==> config.mk <==
export PLATFORM = sky130hd
export DESIGN_NAME = lsu_ctrl_flat
export DESIGN_NICKNAME = d
export VERILOG_FILES = /design/src/rtl/lsu_mem_if.sv /design/src/rtl/lsu_ctrl.sv /design/src/flat_wrapper.sv
export SDC_FILE = /design/constraint.sdc
export NUM_CORES = 1
export LEC_CHECK = 0
export ABC_CLOCK_PERIOD_IN_PS = 2100
export CORE_ASPECT_RATIO = 0.8
export CORE_MARGIN = 1.5
export CORE_UTILIZATION = 40
export DETAILED_ROUTE_END_ITERATION = 12
export MAX_ROUTING_LAYER = met4
export PLACE_DENSITY = 0.82
export SLEW_MARGIN = 10
export SYNTH_ARGS = -nofsm -noshare
export SYNTH_HDL_FRONTEND = slang
export SYNTH_SLANG_ARGS = --single-unit
==> constraint.sdc <==
create_clock -name clk -period 2.1 [get_ports clk]
set_input_delay 0.525 -clock clk [delete_from_list [all_inputs] [get_ports clk]]
set_output_delay 0.525 -clock clk [all_outputs]
set_load 0.05 [all_outputs]
==> src/rtl/lsu_mem_if.sv <==
// Data-memory request/acknowledge bus between the load/store sequencer and memory.
interface lsu_mem_if #(
  parameter int n = 32
);
  logic         mem_req;
  logic         mem_we;
  logic [n-1:0] mem_addr;
  logic [3:0]   mem_be;
  logic [n-1:0] mem_wdata;
  logic         mem_ack;
  logic [n-1:0] mem_rdata;

  modport master (
    output mem_req, mem_we, mem_addr, mem_be, mem_wdata,
    input  mem_ack, mem_rdata
  );

  modport slave (
    input  mem_req, mem_we, mem_addr, mem_be, mem_wdata,
    output mem_ack, mem_rdata
  );
endinterface

==> src/rtl/lsu_ctrl.sv <==
// Multi-cycle load/store sequencer: decodes a memory instruction, runs one
// req/ack transfer and returns an extended load result with fault reporting.
//
// state | meaning
// IDLE  | no transfer, waiting for start
// REQ   | mem_req held until mem_ack or timeout
// DONE  | one-cycle completion (done=1), may accept the next start
module lsu_ctrl #(
  parameter int n       = 32,
  parameter int TIMEOUT = 255
) (
  input  logic         clk,
  input  logic         rst,
  input  logic         start,
  input  logic         MemRw,
  input  logic [2:0]   LoadStoreMode,
  input  logic [n-1:0] addr,
  input  logic [n-1:0] wdata,
  output logic         stall,
  output logic         done,
  output logic         fault,
  output logic [n-1:0] rdata,
  lsu_mem_if.master    mem
);

  typedef enum logic [1:0] {IDLE, REQ, DONE} state_t;

  localparam int CW = (TIMEOUT > 0) ? $clog2(TIMEOUT + 1) : 1;
  localparam logic [CW-1:0] CNT_TC = (TIMEOUT > 0) ? CW'(TIMEOUT - 1) : '0;

  state_t        state;
  logic [2:0]    mode_q;
  logic [1:0]    off_q;
  logic [CW-1:0] cnt;

  logic          illegal;
  logic          misaligned;
  logic [3:0]    be_dec;
  logic [n-1:0]  wdata_dec;
  logic [n-1:0]  shifted;
  logic [n-1:0]  load_val;

  always_comb begin
    if (MemRw)
      illegal = LoadStoreMode[2] | (LoadStoreMode == 3'b011);
    else
      illegal = (LoadStoreMode == 3'b011) | (LoadStoreMode[2:1] == 2'b11);
    misaligned = ((LoadStoreMode[1:0] == 2'b01) & addr[0]) |
                 ((LoadStoreMode[1:0] == 2'b10) & (addr[1:0] != 2'b00));
    case (LoadStoreMode[1:0])
      2'b00: begin
        be_dec    = 4'b0001 << addr[1:0];
        wdata_dec = {(n/8){wdata[7:0]}};
      end
      2'b01: begin
        be_dec    = 4'b0011 << {addr[1], 1'b0};
        wdata_dec = {(n/16){wdata[15:0]}};
      end
      default: begin
        be_dec    = 4'b1111;
        wdata_dec = wdata;
      end
    endcase
  end

  // Extraction works on the captured offset/mode since addr may change during REQ.
  always_comb begin
    shifted = mem.mem_rdata >> {off_q, 3'b000};
    case (mode_q)
      3'b000:  load_val = {{(n-8){shifted[7]}}, shifted[7:0]};
      3'b001:  load_val = {{(n-16){shifted[15]}}, shifted[15:0]};
      3'b100:  load_val = {{(n-8){1'b0}}, shifted[7:0]};
      3'b101:  load_val = {{(n-16){1'b0}}, shifted[15:0]};
      default: load_val = shifted;
    endcase
  end

  assign stall = (state == REQ) | (start & ((state == IDLE) | (state == DONE)));

  always_ff @(posedge clk) begin
    if (rst) begin
      state         <= IDLE;
      done          <= 1'b0;
      fault         <= 1'b0;
      rdata         <= '0;
      mode_q        <= '0;
      off_q         <= '0;
      cnt           <= '0;
      mem.mem_req   <= 1'b0;
      mem.mem_we    <= 1'b0;
      mem.mem_addr  <= '0;
      mem.mem_be    <= '0;
      mem.mem_wdata <= '0;
    end else begin
      case (state)
        IDLE, DONE: begin
          done  <= 1'b0;
          fault <= 1'b0;
          if (start) begin
            mode_q <= LoadStoreMode;
            off_q  <= addr[1:0];
            if (illegal | misaligned) begin
              state <= DONE;
              done  <= 1'b1;
              fault <= 1'b1;
            end else begin
              state         <= REQ;
              cnt           <= '0;
              mem.mem_req   <= 1'b1;
              mem.mem_we    <= MemRw;
              mem.mem_addr  <= {addr[n-1:2], 2'b00};
              mem.mem_be    <= be_dec;
              mem.mem_wdata <= wdata_dec;
            end
          end else begin
            state <= IDLE;
          end
        end
        REQ: begin
          if (mem.mem_ack) begin
            state       <= DONE;
            done        <= 1'b1;
            fault       <= 1'b0;
            mem.mem_req <= 1'b0;
            if (!mem.mem_we)
              rdata <= load_val;
          end else if ((TIMEOUT != 0) && (cnt == CNT_TC)) begin
            state       <= DONE;
            done        <= 1'b1;
            fault       <= 1'b1;
            mem.mem_req <= 1'b0;
          end else if (cnt != '1) begin
            cnt <= cnt + CW'(1);
          end
        end
        default: state <= IDLE;
      endcase
    end
  end

endmodule

==> src/flat_wrapper.sv <==
// flat-port wrapper written by rule: the top's interface ports become plain ports
module lsu_ctrl_flat 
#(
  parameter int n       = 32,
  parameter int TIMEOUT = 255
)
  (clk, rst, start, MemRw, LoadStoreMode, addr, wdata, stall, done, fault, rdata, mem_mem_req, mem_mem_we, mem_mem_addr, mem_mem_be, mem_mem_wdata, mem_mem_ack, mem_mem_rdata);
  lsu_mem_if #(.n(n)) mem_i ();
  input  logic clk;
  input  logic rst;
  input  logic start;
  input  logic MemRw;
  input  logic [2:0] LoadStoreMode;
  input  logic [n-1:0] addr;
  input  logic [n-1:0] wdata;
  output logic stall;
  output logic done;
  output logic fault;
  output logic [n-1:0] rdata;
  output wire logic [$bits(mem_i.mem_req)-1:0] mem_mem_req;
  output wire logic [$bits(mem_i.mem_we)-1:0] mem_mem_we;
  output wire logic [$bits(mem_i.mem_addr)-1:0] mem_mem_addr;
  output wire logic [$bits(mem_i.mem_be)-1:0] mem_mem_be;
  output wire logic [$bits(mem_i.mem_wdata)-1:0] mem_mem_wdata;
  input wire logic [$bits(mem_i.mem_ack)-1:0] mem_mem_ack;
  input wire logic [$bits(mem_i.mem_rdata)-1:0] mem_mem_rdata;
  assign mem_mem_req = mem_i.mem_req;
  assign mem_mem_we = mem_i.mem_we;
  assign mem_mem_addr = mem_i.mem_addr;
  assign mem_mem_be = mem_i.mem_be;
  assign mem_mem_wdata = mem_i.mem_wdata;
  assign mem_i.mem_ack = mem_mem_ack;
  assign mem_i.mem_rdata = mem_mem_rdata;
  lsu_ctrl #(.n(n), .TIMEOUT(TIMEOUT)) u_core (.clk(clk), .rst(rst), .start(start), .MemRw(MemRw), .LoadStoreMode(LoadStoreMode), .addr(addr), .wdata(wdata), .stall(stall), .done(done), .fault(fault), .rdata(rdata), .mem(mem_i));
endmodule
==> flow_summary.yaml <==
setup_path:
  cpLargestDelayFamily: "buffers and inverters"
  cp_cell_sequence: "clkdlybuf4s50_1"
  critPathSlowestCell: "clkdlybuf4s50_1"
  required_ns: 1.57
  start_kind: "flop"
  critPathMaxStageDelay_ns: 0.80
  crit_type: "reg -> out"
  end_kind: "primary output"
  crit_fanout: 2
  crit_arrival_ns: 1.54
  crit_buf_inv: 1
logic_synthesis:
  synth_area_per_cell_um2: 8.181
  synth_area_um2: 5195
  synth.distinct_cells: 44
  synth_top_area_frac: 0.4509
  yosysSeqAreaShare: 0.4509
  synth_most_common_cell: "nand2_1"
  synth_seq_cells: 117
  synth_common_cells: "nand2_1, dfxtp_1, a21oi_1"
  synth_edf_count: 0
  yosys_warnings: 0
  yosysTopAreaCell: "dfxtp_1"
  async_flop_share: 0
  synth-main-ff-cell: "dfxtp_1"
  ys_top_cells_by_area: "dfxtp_1, nand2_1, a21oi_1, mux2i_1, a211oi_1"
  synth_cells: 635
floorplan:
  num_rows: 37
  dieWidth_um: 130.4
  die_h_um: 104.9
  start_util: 0.4066
  core_area_um2: 12780
  dieArea_um2: 13680
  io_pins: 209
pwr:
  powerDensity_nw_per_um2: 770.2
  p_leak_nw: 4.125
  total_power_mw: 6.381
  peakVddDrop_v: 0.0005358
final_layout:
  area_delta_synth_final_pct: 59.49
  post-route-util: 0.6485
  fill_cells: 1049
  drive_above_1_share: 0.1109
  design_area_um2: 8285
  num_antenna_cells: 0
  nets: 950
  final_cells: 1032
sta:
  setup_tns_ns: 0
  period_needed_ns: 2.060
  maxSlewViolCount: 0
  finalHoldViolCount: 0
  skew_ns: 0.006717
  period_share: 0.9812
  max_slew_margin: 0.5981
  fin_hold_ws_ns: 0.4523
  setup_viol: 0
  worst_slew_pin_slew_ns: 0.6028
  setup_slack_ns: 0.03950
  timing.fmax_mhz: 485.3
cts:
  cts_tree: "yes"
  clock_latency_ns: 0.40
  htreeDepth: 4
  cts_buffers: 17
  post_cts_buffers: 0
  ctsHoldBuffers: 0
  cts_max_path_buffers: 2
  cts_root_buf: "clkbuf_16"
  clock_sinks: 117
  clk_pin_slew_ns: 0.06
global_route:
  met3_usage: 0.08602
  met2_usage: 0.3895
  grt_overflow: 0
  grt_max_degree: 57
  antenna_found_initial: 0
  grt.total_usage: 0.2474
  grt-busiest-layer: "met2"
  grt_pass1_wl_um: 25840
  grt_pass1_vias: 5237
  use_met1: 0.2930
routing:
  wirelength_um: 16860
  avgRoutedWirePerCell_um: 16.33
  viasPerCell: 5.322
  via_count: 5492
  detail-route-antenna-nets: 0
  drt-initial-drc-count: 287
  drtPass1Iterations: 5
  drc: 0
run:
  drv_cap: 0
place:
  hpwl_um: 11930
  io_buffers: 206
  place_area_um2: 7595
  dp_cells: 1000
  dp_slack_ns: -0.3337
  routabilityCongestion: 0.8884
min_path:
  hold_path.class: "reg -> reg"
outcome:
  status: "completed"
[final timing paths]
path	from	to	slack [ns]	depth (start not counted)
worst max-delay path	u_core.rdata[3]	rdata[3]	0.04	1
worst min-delay path	u_core.rdata[7]	u_core.rdata[7]	0.45	2
worst max register to register	u_core.cnt[1]	u_core.cnt[4]	0.35	5
worst min register to register	u_core.rdata[7]	u_core.rdata[7]	0.45	2
[power breakdown]
group / internal, mW / leakage (nW) / switching [mW]
Clock: 1.67 / 0.261 / 1.08
Combinational: 0.511 / 2.91 / 0.745
Sequential: 2.32 / 0.952 / 0.0634
[layout by cell type (no fill, tap or decap), types with 26 or more instances in the layout]
master,instances
dlymetal6s2s_1,62
nand2_1,135
buf_4,39
clkdlybuf4s50_1,108
a211oi_1,27
dlygate4sd2_1,26
dfxtp_1,117
a21oi_1,92
nor2_1,51
mux2i_1,31
[tightest hold or removal path, cell delays in order, from the launching register on]
cell and delay [ns]:
dfxtp_1 0.30, nand2_1 0.05, a21oi_1 0.05
[sequential cells by signal (all words and copies together), names as in the netlist]
register,flops
u_core.cnt,8
u_core.off_q,2
u_core.mem.mem_req,1
u_core.mode_q,3
u_core.mem.mem_we,1
u_core.done,1
u_core.mem.mem_be,4
u_core.state,2
u_core.fault,1
u_core.rdata,32
u_core.mem.mem_addr,30
u_core.mem.mem_wdata,32
[final cells by class]
type | instances | area, µm² | area share
tap | 175 | 219.0 | 0.02643
multi-input combinational | 461 | 2604 | 0.3143
inverter | 4 | 15.01 | 0.001812
sequential | 117 | 2342 | 0.2827
clock inverter | 14 | 128.9 | 0.01555
clock buffer | 18 | 439.2 | 0.05301
timing repair buffer | 243 | 2537 | 0.3063
[kinds of logic after synthesis]
group	Yosys count	synth area share
compound gates	183	0.2197
fa+ha+maj	2	0.004816
buf+inv	58	0.05130
flops	117	0.4509
mux	40	0.08141
other cells	1	0.0007219
simple gates	234	0.1912
[per-layer routing]
| layer | vias up | wire, µm |
|---|---|---|
| met4 | 0 | 225 |
| met1 | 2552 | 7118 |
| li1 | 2658 | - |
| met2 | 258 | 7917 |
| met3 | 24 | 1595 |
| met5 | - | 0 |
[what timing repair did]
action                                  4_1_cts  5_1_grt
pin swaps                                     0        0
endpoints found under the setup margin       26       62
cloned                                        0        0
resized for setup                            26       62
Note: power is estimated with default switching activity, not from simulation.
==> variant 1: new RTL, config.mk and constraints unchanged <==
`TIMEOUT` is set to 255 in 2 places; all go to 510.
--- a/src/rtl/lsu_ctrl.sv
+++ b/src/rtl/lsu_ctrl.sv
@@ -8,5 +8,5 @@
 module lsu_ctrl #(
   parameter int n       = 32,
-  parameter int TIMEOUT = 255
+  parameter int TIMEOUT = 510
 ) (
   input  logic         clk,
--- a/src/flat_wrapper.sv
+++ b/src/flat_wrapper.sv
@@ -3,5 +3,5 @@
 #(
   parameter int n       = 32,
-  parameter int TIMEOUT = 255
+  parameter int TIMEOUT = 510
 )
   (clk, rst, start, MemRw, LoadStoreMode, addr, wdata, stall, done, fault, rdata, mem_mem_req, mem_mem_we, mem_mem_addr, mem_mem_be, mem_mem_wdata, mem_mem_ack, mem_mem_rdata);
Formal check against the unedited RTL: no difference found for any inputs over 4 cycles, from zero or initial values and one cycle with rst high; that may be too few to reach the edited logic, so the function may still have changed.
==> variant 1 against the unedited design <==
Sequential cell count is 1 higher. Wire length is 0.28% lower. Via count is 0.56% higher. Worst hold slack worse by 0.0044 ns. Power is 6.9% higher. Synthesized area is 1.7% higher. Cell area is 3.2% higher. Sequential share of layout area is 0.64 points lower. Worst setup slack worse by 0.0064 ns.
==> variant 1: results (changes against the unedited design) <==
- Rel. slew slack: 0.591 (was 0.598)
- Dominant cells by area after synthesis: dfxtp_1 (45%), nand2_1 (9.7%), a21oi_1 (8.2%), mux2i_1 (6.1%), a211oi_1 (3.8%) (was dfxtp_1 (45%), nand2_1 (9.8%), a21oi_1 (8.9%), mux2i_1 (6.0%), a211oi_1 (3.9%))
- Final GP Congestion: 0.943 (was 0.888)
- First-pass GRT wire length: 26400 um (was 25800 um)
- Vias per std cell: 5.30 (was 5.32)
- Compound-gate portion of the synthesized area: 0.219 (was 0.220)
- WL/cell: 16.1 um (was 16.3 um)
- Hold path cells: 1 (was 2)
- Top post-synthesis cells by count: nand2_1 (136), dfxtp_1 (118), a21oi_1 (87) (was nand2_1 (135), dfxtp_1 (117), a21oi_1 (92))
- CTS Root Cell: clkbuf_16 (unchanged)
- Synth Flop Type: dfxtp_1 (unchanged)
- Largest net degree at the start of global routing: 44 (was 57)
- Placed insts: 1011 (was 1000)
- Pleak: 4.37 nW (was 4.13 nW)
- FF-to-FF End: u_core.cnt[1] (was u_core.cnt[4])
- Hpwl dp: 11800 um (was 11900 um)
- Adder-cell share of the synthesized area: 0.00710 (was 0.00482)
- Initial antenna violation count: 0 (unchanged)
- YS warnings: 0 (unchanged)
- Peak VDD IR: 0.598 mV (was 0.536 mV)
- Worst Hold End: u_core.done (was u_core.rdata[7])
- Status: complete, no violations (unchanged)
- Ratio of cells with drive above 1 in the final layout: 0.121 (was 0.111)
- R2R cell count: 9 (was 5)
- Starting DRC count in detailed routing: 432 (was 287)
- Netlist cell types: 52 (was 44)
- Vias in the first global route: 5207 (was 5237)
- RR Startpoint: u_core.cnt[5] (was u_core.cnt[1])
- Worst hold path class: flop to flop (unchanged)
- Setup crit start: u_core.rdata[21] (was u_core.rdata[3])
- Max Clk Rate: 484 MHz (was 485 MHz)
- Antenna viol nets, final: 0 (unchanged)
- Mux contribution to synthesized area: 0.0819 (was 0.0814)
- Fill cells: 1066 (was 1049)
- CTS Buf Count: 17 (unchanged)
- Total track usage: 0.245 (was 0.247)
- CP endpoint: rdata[21] (was rdata[3])
- Clock Skews: 0.00736 ns (was 0.00672 ns)
- H-tree levels: 4 (unchanged)
- DP Area: 7720 um^2 (was 7590 um^2)
- FF-to-FF setup slack: 0.05 ns (was 0.35 ns)
- TritonRoute pass-1 iters: 6 (was 5)
- Cell count after synthesis: 637 (was 635)
- Nets: 962 (was 950)
- Post-Place Worst Slack: -0.212 ns (was -0.334 ns)
- Largest registers: u_core.mem.mem_wdata x32, u_core.rdata x32, u_core.mem.mem_addr x30 (unchanged)
- Hold_sp: u_core.done (was u_core.rdata[7])
- Resize count post-CTS: 19 (was 26)
- Seq/Total Area, Yosys: 0.447 (was 0.451)
- Vias: 5523 (was 5492)
- Worst-path clk slew: 0.05 ns
- Min Hold Slack: 0.448 ns (was 0.452 ns)
-- variant 1: changes by cell type after synthesis, sizes merged, moves of 2 or more --
cell	change
nand2b	-2
a21oi	-6
clkbuf	-5
a31oi	-3
inv	+2
buf	+4
nor2	-2
a21o	+2
o41ai	+2
nand4	-2
and4	+2
-- variant 1: report_power, final --
part | switching (W) | internal (W)
Combinational | 0.000750 | 0.000520
Clock | 0.000983 | 0.00216
Sequential | 0.0000627 | 0.00234
-- variant 1: final cells by class --
cell class | count | area [um^2] | area share
clock buffers | 23 | 468 | 0.0547
repair buffers | 251 | 2610 | 0.305
flip-flops and latches | 118 | 2360 | 0.276
inverters | 6 | 22.5 | 0.00263
well taps | 175 | 219 | 0.0256
multi-input cells | 461 | 2700 | 0.316
clock inverters | 9 | 173 | 0.0202
-- variant 1: per-layer routing --
metal	vias up	track usage	routed length, um
met5	-	-	0
met1	2542	0.325	7570
li1	2689	-	-
met2	254	0.356	7610
met3	38	0.0669	1240
met4	0	0.0897	393
==> variant 2: new RTL, same flow settings <==
Made on the original files. Reset style: asynchronous (`rst`), changed in one clocked block.
--- a/src/rtl/lsu_ctrl.sv
+++ b/src/rtl/lsu_ctrl.sv
@@ -78,5 +78,5 @@
   assign stall = (state == REQ) | (start & ((state == IDLE) | (state == DONE)));
 
-  always_ff @(posedge clk) begin
+  always_ff @(posedge clk or posedge rst) begin
     if (rst) begin
       state         <= IDLE;
Function: differs if rst is asserted again (counterexample within 4 cycles, from zero or initial values and one cycle with rst high); with rst held inactive, the same outputs for 4 cycles.
==> variant 2 against the unedited design <==
Synthesized area is 9.4% higher. Die area is 9.2% higher. Highest routed layer unchanged. Cell area is 4.5% higher. Worst hold slack better by 0.019 ns. Wire length is 9.5% lower. Worst setup slack better by 0.084 ns. Sequential cell count stayed put. Synthesized cell count is 20% lower.
Power is not compared: it rests on default switching activity, and its combinational part moved more than twofold at a synthesized area within 25%.
==> variant 2: results (changes against the unedited design) <==
- Total track usage: 0.220 (was 0.247)
- Status: complete, no violations (unchanged)
- Vias: 4773 (was 5492)
- Hold path cells: 2 (unchanged)
- Starting DRC count in detailed routing: 254 (was 287)
- Peak VDD IR: 0.908 mV
- Hpwl dp: 11400 um (was 11900 um)
- Worst Hold End: u_core.rdata[5] (was u_core.rdata[7])
- TritonRoute pass-1 iters: 4 (was 5)
- Final GP Congestion: 0.874 (was 0.888)
- CTS Buf Count: 17 (unchanged)
- Nets: 849 (was 950)
- Clock Skews: 0.00938 ns (was 0.00672 ns)
- First-pass GRT wire length: 24400 um (was 25800 um)
- PortBufs: 206 (unchanged)
- Rel. slew slack: 0.412 (was 0.598)
- Hold_sp: u_core.rdata[5] (was u_core.rdata[7])
- Clk_lat worst skew: 0.42 ns (was 0.40 ns)
- CP endpoint: u_core.mem.mem_wdata[13] (was rdata[3])
- Fill cells: 1092 (was 1049)
- Syn avg cell area: 11.2 um^2 (was 8.18 um^2)
- Min Hold Slack: 0.471 ns (was 0.452 ns)
- Max Clk Rate: 506 MHz (was 485 MHz)
- YS warnings: 0 (unchanged)
- R2R cell count: 7 (was 5)
- Dominant cells by area after synthesis: dfrtp_1 (52%), mux2_4 (10%), mux2i_1 (6.9%), nand2_1 (4.5%), o21ai_0 (3.4%) (was dfxtp_1 (45%), nand2_1 (9.8%), a21oi_1 (8.9%), mux2i_1 (6.0%), a211oi_1 (3.9%))
- Ratio of cells with drive above 1 in the final layout: 0.206 (was 0.111)
- GRT met1 Usage: 0.265 (was 0.293)
- Post-Place Worst Slack: -0.251 ns (was -0.334 ns)
- Ys async rst share: 1.00 (was 0)
- CP max stage delay: 0.67 ns (was 0.80 ns)
- Clock buffer depth: 2 (unchanged)
- Initial antenna violation count: 0 (unchanged)
- Vias per std cell: 5.10 (was 5.32)
- WL/cell: 16.3 um (about the same)
- FF-to-FF End: u_core.cnt[2] (was u_core.cnt[4])
- Vias in the first global route: 4870 (was 5237)
- FF-to-FF setup slack: 0.22 ns (was 0.35 ns)
- Setup crit start: LoadStoreMode[0] (was u_core.rdata[3])
- Met3 Use GR: 0.0567 (was 0.0860)
- Synth Flop Type: dfrtp_1 (was dfxtp_1)
- Crit-path slowest cell: nor2_1 (was clkdlybuf4s50_1)
- Placed insts: 904 (was 1000)
- Largest net degree at the start of global routing: 90 (was 57)
- Crit path DAT: 2.26 ns (was 1.54 ns)
- Delay-heaviest family, CP: simple AND/OR/NAND/NOR gates (was buffers and inverters)
- Seq/Total Area, Yosys: 0.515 (was 0.451)
- CP Max Fanout: 8 (was 2)
- Top post-synthesis cells by count: dfrtp_1 (117), nand2_1 (68), nor2_1 (49) (was nand2_1 (135), dfxtp_1 (117), a21oi_1 (92))
- Netlist cell types: 49 (was 44)
- RR Startpoint: u_core.cnt[0] (was u_core.cnt[1])
- Met2 Use GR: 0.356 (was 0.389)
-- variant 2: cell families (layout without fill, tap and decap cells) --
| group | Yosys count | after routing | share of synthesized area |
|---|---|---|---|
| AOI/OAI and AO/OA | 104 | 104 | 0.117 |
| xor gates and xnor gates | 2 | 2 | 0.00308 |
| adders and majority gates | 2 | 2 | 0.00440 |
| buffers and inverters | 36 | 282 | 0.0363 |
| DFF | 117 | 117 | 0.515 |
| muxes | 93 | 93 | 0.203 |
| other | 1 | 2 | 0.000660 |
| and+or+nand+nor | 154 | 154 | 0.120 |
-- variant 2: timing repair --
action / in CTS / in global routing
setup buffers: 0 / 0
resized for setup: 82 / 5
gates cloned: 0 / 0
setup endpoints to repair: 82 / 5
-- variant 2: report_power, final --
group	switching, W	internal (W)
sequential	0.000432	0.00296
clock	0.00103	0.00195
combinational	0.00343	0.00163
total	0.00489	0.00654
-- variant 2: through the flow --
step                      setup TNS, ns  instance area [um^2]
final                                 0                  8660
after global routing                  0                  8660
after CTS                             0                  8640
after detailed placement         -13.78                  8130
after global placement            -9.52                  8130
after floorplan                       0                  5690
-- variant 2: tightest hold or removal path, cell delays in order (launching register included) --
cell and delay (ns):
dfrtp_1 0.33, nand2_1 0.05, nand2_1 0.06
-- variant 2: final cells by class --
cell class | count | area share
Clock buffer | 20 | 0.0539
Clock inverter | 12 | 0.0176
Inverter | 4 | 0.00217
Multi-Input combinational cell | 357 | 0.297
Sequential cell | 117 | 0.338
Tap cell | 180 | 0.0260
Timing Repair Buffer | 246 | 0.265
-- variant 2: per-layer routing --
metal / part of all wire / vias up / routed length [um]
met5: 0 / - / 0
met4: 0.018 / 0 / 274
met3: 0.061 / 26 / 932
met2: 0.50 / 170 / 7550
met1: 0.43 / 2334 / 6490
li1: - / 2243 / -
